===== config.mk =====
export PLATFORM = sky130hd
export DESIGN_NAME = calc_cmd_loader
export DESIGN_NICKNAME = d
export VERILOG_FILES = /design/src/rtl/calc_pkg.sv /design/src/rtl/calc_cmd_loader.sv
export SDC_FILE = /design/constraint.sdc
export NUM_CORES = 1
export LEC_CHECK = 0
export ABC_AREA = 1
export BUFFER_PORTS_ARGS = -buffer_cell sky130_fd_sc_hd__buf_2
export CAP_MARGIN = 20
export CORE_MARGIN = 2
export CORE_UTILIZATION = 45
export CTS_CLUSTER_DIAMETER = 80
export DETAILED_ROUTE_END_ITERATION = 8
export PLACE_DENSITY = 0.68
export SKIP_CTS_REPAIR_TIMING = 1
export SLEW_MARGIN = 15
export SYNTH_ARGS = -nofsm -noshare
export SYNTH_HDL_FRONTEND = slang
export SYNTH_SLANG_ARGS = --single-unit

===== constraint.sdc =====
create_clock -name clk -period 1.86 [get_ports clk]
set_input_delay 0.372 -clock clk [delete_from_list [all_inputs] [get_ports clk]]
set_output_delay 0.372 -clock clk [all_outputs]
set_load 0.02 [all_outputs]

===== src/rtl/calc_pkg.sv =====
// Shared definitions for the calculator command front end: opcodes, frame
// length and loader state encoding.
package calc_pkg;

   localparam logic [2:0] OP_ADD = 3'd0;
   localparam logic [2:0] OP_SUB = 3'd1;
   localparam logic [2:0] OP_MUL = 3'd2;
   localparam logic [2:0] OP_DIV = 3'd3;
   localparam logic [2:0] OP_MOD = 3'd4;

   localparam int FRAME_LEN = 5;

   typedef enum logic [2:0] {
      ST_IDLE  = 3'd0,
      ST_OPA_H = 3'd1,
      ST_OPA_L = 3'd2,
      ST_OPB_H = 3'd3,
      ST_OPB_L = 3'd4,
      ST_WAIT  = 3'd5,
      ST_RESP  = 3'd6
   } ld_state_e;

   function automatic logic op_is_valid(input logic [2:0] op);
      return (op <= OP_MOD);
   endfunction

endpackage


===== src/rtl/calc_cmd_loader.sv =====
// Byte-stream command loader: collects a 5-byte frame, drives the calculator,
// waits CALC_LAT cycles and returns the result. Optional CALC_DIV0_CHECK_EN
// adds a division/modulo-by-zero check that short-cuts to an error response.
//
// state    | meaning
// ST_IDLE  | waiting for opcode byte
// ST_OPA_H | waiting for opa[15:8]
// ST_OPA_L | waiting for opa[7:0]
// ST_OPB_H | waiting for opb[15:8]
// ST_OPB_L | waiting for opb[7:0]
// ST_WAIT  | calculator settling, counter running
// ST_RESP  | result held until res_ready
module calc_cmd_loader
   import calc_pkg::*;
#(
   parameter int unsigned CALC_LAT = 2
) (
   input  logic        clk,
   input  logic        rst,
   input  logic        in_valid,
   output logic        in_ready,
   input  logic [7:0]  in_data,
   output logic [2:0]  calc_op,
   output logic [15:0] calc_opa,
   output logic [15:0] calc_opb,
   input  logic [15:0] calc_res,
   output logic        res_valid,
   input  logic        res_ready,
   output logic [15:0] res_data,
   output logic        res_err
);

   localparam logic [3:0] LAT_LD = 4'(CALC_LAT);

   ld_state_e   state_q;
   logic [3:0]  cnt_q;
   logic        op_err_q;
   logic [2:0]  calc_op_q;
   logic [15:0] calc_opa_q;
   logic [15:0] calc_opb_q;
   logic        res_valid_q;
   logic [15:0] res_data_q;
   logic        res_err_q;
   logic        in_fire;
   logic        fast_err;

   // in_ready is gated by rst so it reads low during reset even though the
   // state register already sits in IDLE.
   assign in_ready = !rst && (state_q inside {ST_IDLE, ST_OPA_H, ST_OPA_L, ST_OPB_H, ST_OPB_L});
   assign in_fire  = in_valid && in_ready;

`ifdef CALC_DIV0_CHECK_EN
   logic div0;
   assign div0     = ((calc_op_q == OP_DIV) || (calc_op_q == OP_MOD)) &&
                     ({calc_opb_q[15:8], in_data} == 16'd0);
   assign fast_err = op_err_q || div0;
`else
   assign fast_err = 1'b0;
`endif

   always_ff @(posedge clk or posedge rst) begin
      if (rst) begin
         state_q     <= ST_IDLE;
         cnt_q       <= '0;
         op_err_q    <= 1'b0;
         calc_op_q   <= OP_ADD;
         calc_opa_q  <= '0;
         calc_opb_q  <= '0;
         res_valid_q <= 1'b0;
         res_data_q  <= '0;
         res_err_q   <= 1'b0;
      end else begin
         case (state_q)
            ST_IDLE: if (in_fire) begin
               op_err_q  <= !op_is_valid(in_data[2:0]);
               calc_op_q <= op_is_valid(in_data[2:0]) ? in_data[2:0] : OP_ADD;
               state_q   <= ST_OPA_H;
            end
            ST_OPA_H: if (in_fire) begin
               calc_opa_q[15:8] <= in_data;
               state_q          <= ST_OPA_L;
            end
            ST_OPA_L: if (in_fire) begin
               calc_opa_q[7:0] <= in_data;
               state_q         <= ST_OPB_H;
            end
            ST_OPB_H: if (in_fire) begin
               calc_opb_q[15:8] <= in_data;
               state_q          <= ST_OPB_L;
            end
            ST_OPB_L: if (in_fire) begin
               calc_opb_q[7:0] <= in_data;
               if (fast_err) begin
                  state_q <= ST_RESP;
               end else begin
                  cnt_q   <= LAT_LD;
                  state_q <= ST_WAIT;
               end
            end
            ST_WAIT: begin
               if (cnt_q <= 4'd1) begin
                  cnt_q       <= '0;
                  res_valid_q <= 1'b1;
                  res_data_q  <= op_err_q ? 16'd0 : calc_res;
                  res_err_q   <= op_err_q;
                  state_q     <= ST_RESP;
               end else begin
                  cnt_q <= cnt_q - 4'd1;
               end
            end
            ST_RESP: begin
               // Entered without a valid result only via the error fast-path.
               if (!res_valid_q) begin
                  res_valid_q <= 1'b1;
                  res_data_q  <= '0;
                  res_err_q   <= 1'b1;
               end else if (res_ready) begin
                  res_valid_q <= 1'b0;
                  state_q     <= ST_IDLE;
               end
            end
            default: state_q <= ST_IDLE;
         endcase
      end
   end

   assign calc_op   = calc_op_q;
   assign calc_opa  = calc_opa_q;
   assign calc_opb  = calc_opb_q;
   assign res_valid = res_valid_q;
   assign res_data  = res_data_q;
   assign res_err   = res_err_q;

endmodule

==> results_dict.tcl <==
set metrics [dict create \
    seq_power_share 0.380 \
    worstPathRequired_ns 1.49 \
    post-route-util 0.573 \
    grt_antenna_before_repair 0 \
    critical_path.startpoint_type "register" \
    drv_cap 0 \
    first_global_vias 1980 \
    max_slew_margin 0.625 \
    cts_tree "built" \
    hold_ws_ns 0.133 \
    least_margin_pin_slew_ns 0.562 \
    gp_congestion 0.852 \
    worstHoldPathType "input port to asynchronous set/reset pin" \
    placeable_core_region_um2 5920 \
    final.setup_skew_ns 0.00722 \
    report.final.setup_viol 0 \
    clkPwrFrac 0.190 \
    syn_nets 312 \
    synth.ff_latch_count 61 \
    worst_ep_arrival_time_ns 1.36 \
    avgViaCountPerCell 4.86 \
    htree_depth 3 \
    final_antenna_net_count 0 \
    yosysWarnings 0 \
    postSynthCellCount 282 \
    worstSetupEndpointType "output pin" \
    flow.area_growth_from_synthesis_pct 22.8 \
    grt_pass1_wl_um 9310 \
    worst_skew_pair_latency_ns 0.34 \
    rsz0062_at_grt "no" \
    globalRouteOverflowTotal 0 \
    p_sw_mw 2.60 \
    outcome "finished, final reports clean" \
    swShare 0.431 \
    final_layout_size_suffix_gt1_frac 0.381 \
    clk_transition_reported_paths_ns 0.07 \
    timing.setup.critical_path_class "register to output pin" \
    grt_max_degree 48 \
    gr-usage-all-layers 0.184 \
    finalHoldViolCount 0 \
    antenna_cells_inserted 0 \
    setup-tns-final_ns 0 \
    top_fanout_value_on_the_critical_path 5 \
    syn_area_per_cell_um2 9.80 \
    max_clock_freq_mhz 578 \
    floorplan.die.width_um 82.4 \
    drc 0 \
    period_needed_ns 1.73 \
    chip_height_um 82.4 \
    synthDistinctLibCells 30 \
    core.rowCount 28 \
    ir_drop_v 0.000800 \
    dr_total_vias 2176 \
    p_leak_nw 1.86 \
    cts_sinks 61 \
    design.portCount 82 \
    fp.dieArea_um2 6780 \
    wirelength_um 5770 \
    iteration_0_drc_count_of_the_detailed_router 81 \
    effective_utilization_at_floorplan 0.467 \
    average_routed_wire_per_standard_cell_um 12.9 \
    power_density_nw_per_um2 1780 \
    final_min_period_over_clock_period 0.930 \
    cts_made_buffers 9 \
    power.share.combinational 0.431 \
    clock_tree.root_cell "sky130_fd_sc_hd__clkbuf_8" \
    first_pass_iters 4 \
    power_report.internal_total_mw 3.44 \
    buffer_ports.inserted 81 \
    fin_nets 399 \
    synth.cell_area_um2 2760 \
    slew_violations 0 \
    hpwl_um 4160 \
    synth_seq_area_share 0.552 \
    clk_buf_depth 2 \
]
layout make-up:
class | count | area, µm²
clock buffer | 11 | 141
clock inverter | 4 | 48.8
fill | 520 | 2530
inverter | 24 | 95.1
multi-input combinational | 187 | 1040
sequential | 61 | 1530
tap | 75 | 93.8
timing repair buffer | 86 | 443
Yosys cell counts (all sizes together):
cell type | n | share of area
a21oi | 10 | 0.021
buf | 10 | 0.037
dfrtp | 61 | 0.55
ha | 2 | 0.0091
inv | 24 | 0.033
nand2 | 86 | 0.12
nand3 | 26 | 0.062
nand4 | 7 | 0.026
nor2 | 18 | 0.044
o21a | 1 | 0.0027
o21ai | 34 | 0.082
o22ai | 1 | 0.0023
xnor2 | 2 | 0.0063
power by group through the flow:
stage,logic [mW],registers [mW],clock network [mW]
2_1_floorplan,1.31,2.86,0
3_3_place_gp,2.52,2.33,0
3_5_place_dp,2.57,2.34,0
4_1_cts,2.57,2.33,1.17
5_1_grt,2.88,2.37,1.23
6_report,2.60,2.29,1.14
registers in the layout, indices dropped and copies added (netlist names):
register / cells
calc_op: 3
res_valid: 1
op_err_q: 1
res_data: 16
cnt_q: 4
res_err: 1
state_q: 3
calc_opb: 16
calc_opa: 16
worst max-delay path, stage by stage (launching register included):
cell and delay (ns):
sky130_fd_sc_hd__dfrtp_2 0.43, sky130_fd_sc_hd__nor2_2 0.15, sky130_fd_sc_hd__inv_1 0.13, sky130_fd_sc_hd__a21oi_1 0.14, sky130_fd_sc_hd__buf_2 0.18
worst paths after layout:
check,cells after the start,start,slack [ns],to
worst min register to register,2,res_data[9]$_DFFE_PP0P_,0.47,res_data[9]$_DFFE_PP0P_
min in group clk,3,calc_res[0],0.27,res_data[0]$_DFFE_PP0P_
worst min-delay path,3,rst,0.13,cnt_q[2]$_DFFE_PP0P_
worst max register to register,9,cnt_q[0]$_DFFE_PP0P_,0.27,res_data[15]$_DFFE_PP0P_
worst max-delay path,4,state_q[1]$_DFFE_PP0P_,0.13,in_ready
max in group asynchronous,3,rst,1.17,state_q[0]$_DFFE_PP0P_
layout by cell type, fill, tap and decap left out, drive strengths merged:
master   n
nand2   86
buf     86
dfrtp   61
o21ai   34
nand3   26
inv     24
nor2    18
clkbuf  11
a21oi   10
nand4    7
clkinv   3
xnor2    2
ha       2
o21a     1
o22ai    1
bufinv   1
metrics by stage:
stage	setup slack, ns	cells	total power [mW]	instance area (µm²)
after floorplan	0.264	282	4.17	2770
after detailed placement	0.297	431	4.91	3190
after CTS	0.00288	446	6.07	3380
after global placement	0.302	431	4.84	3190
after global routing	0.0377	448	6.48	3390
final	0.131	448	6.04	3390
logic make-up (layout without fill, tap and decap cells):
kind of cell	Yosys count	in the layout	share of synthesized area
and+or+nand+nor	137	137	0.254
DFF	61	61	0.552
AOI/OAI and AO/OA	46	46	0.108
buffers and inverters	34	125	0.0702
adders and majority gates	2	2	0.00905
xor gates and xnor gates	2	2	0.00634
per-layer routing:
metal | wire [µm] | vias up | share of wire | track usage
met4 | 102 | 0 | 0.018 | 0.0900
met1 | 2670 | 1006 | 0.46 | 0.246
li1 | - | 1091 | - | -
met2 | 2610 | 69 | 0.45 | 0.278
met3 | 383 | 10 | 0.066 | 0.0467
met5 | 0 | - | 0 | 0
No activity file was read; power rests on OpenSTA's default activity.
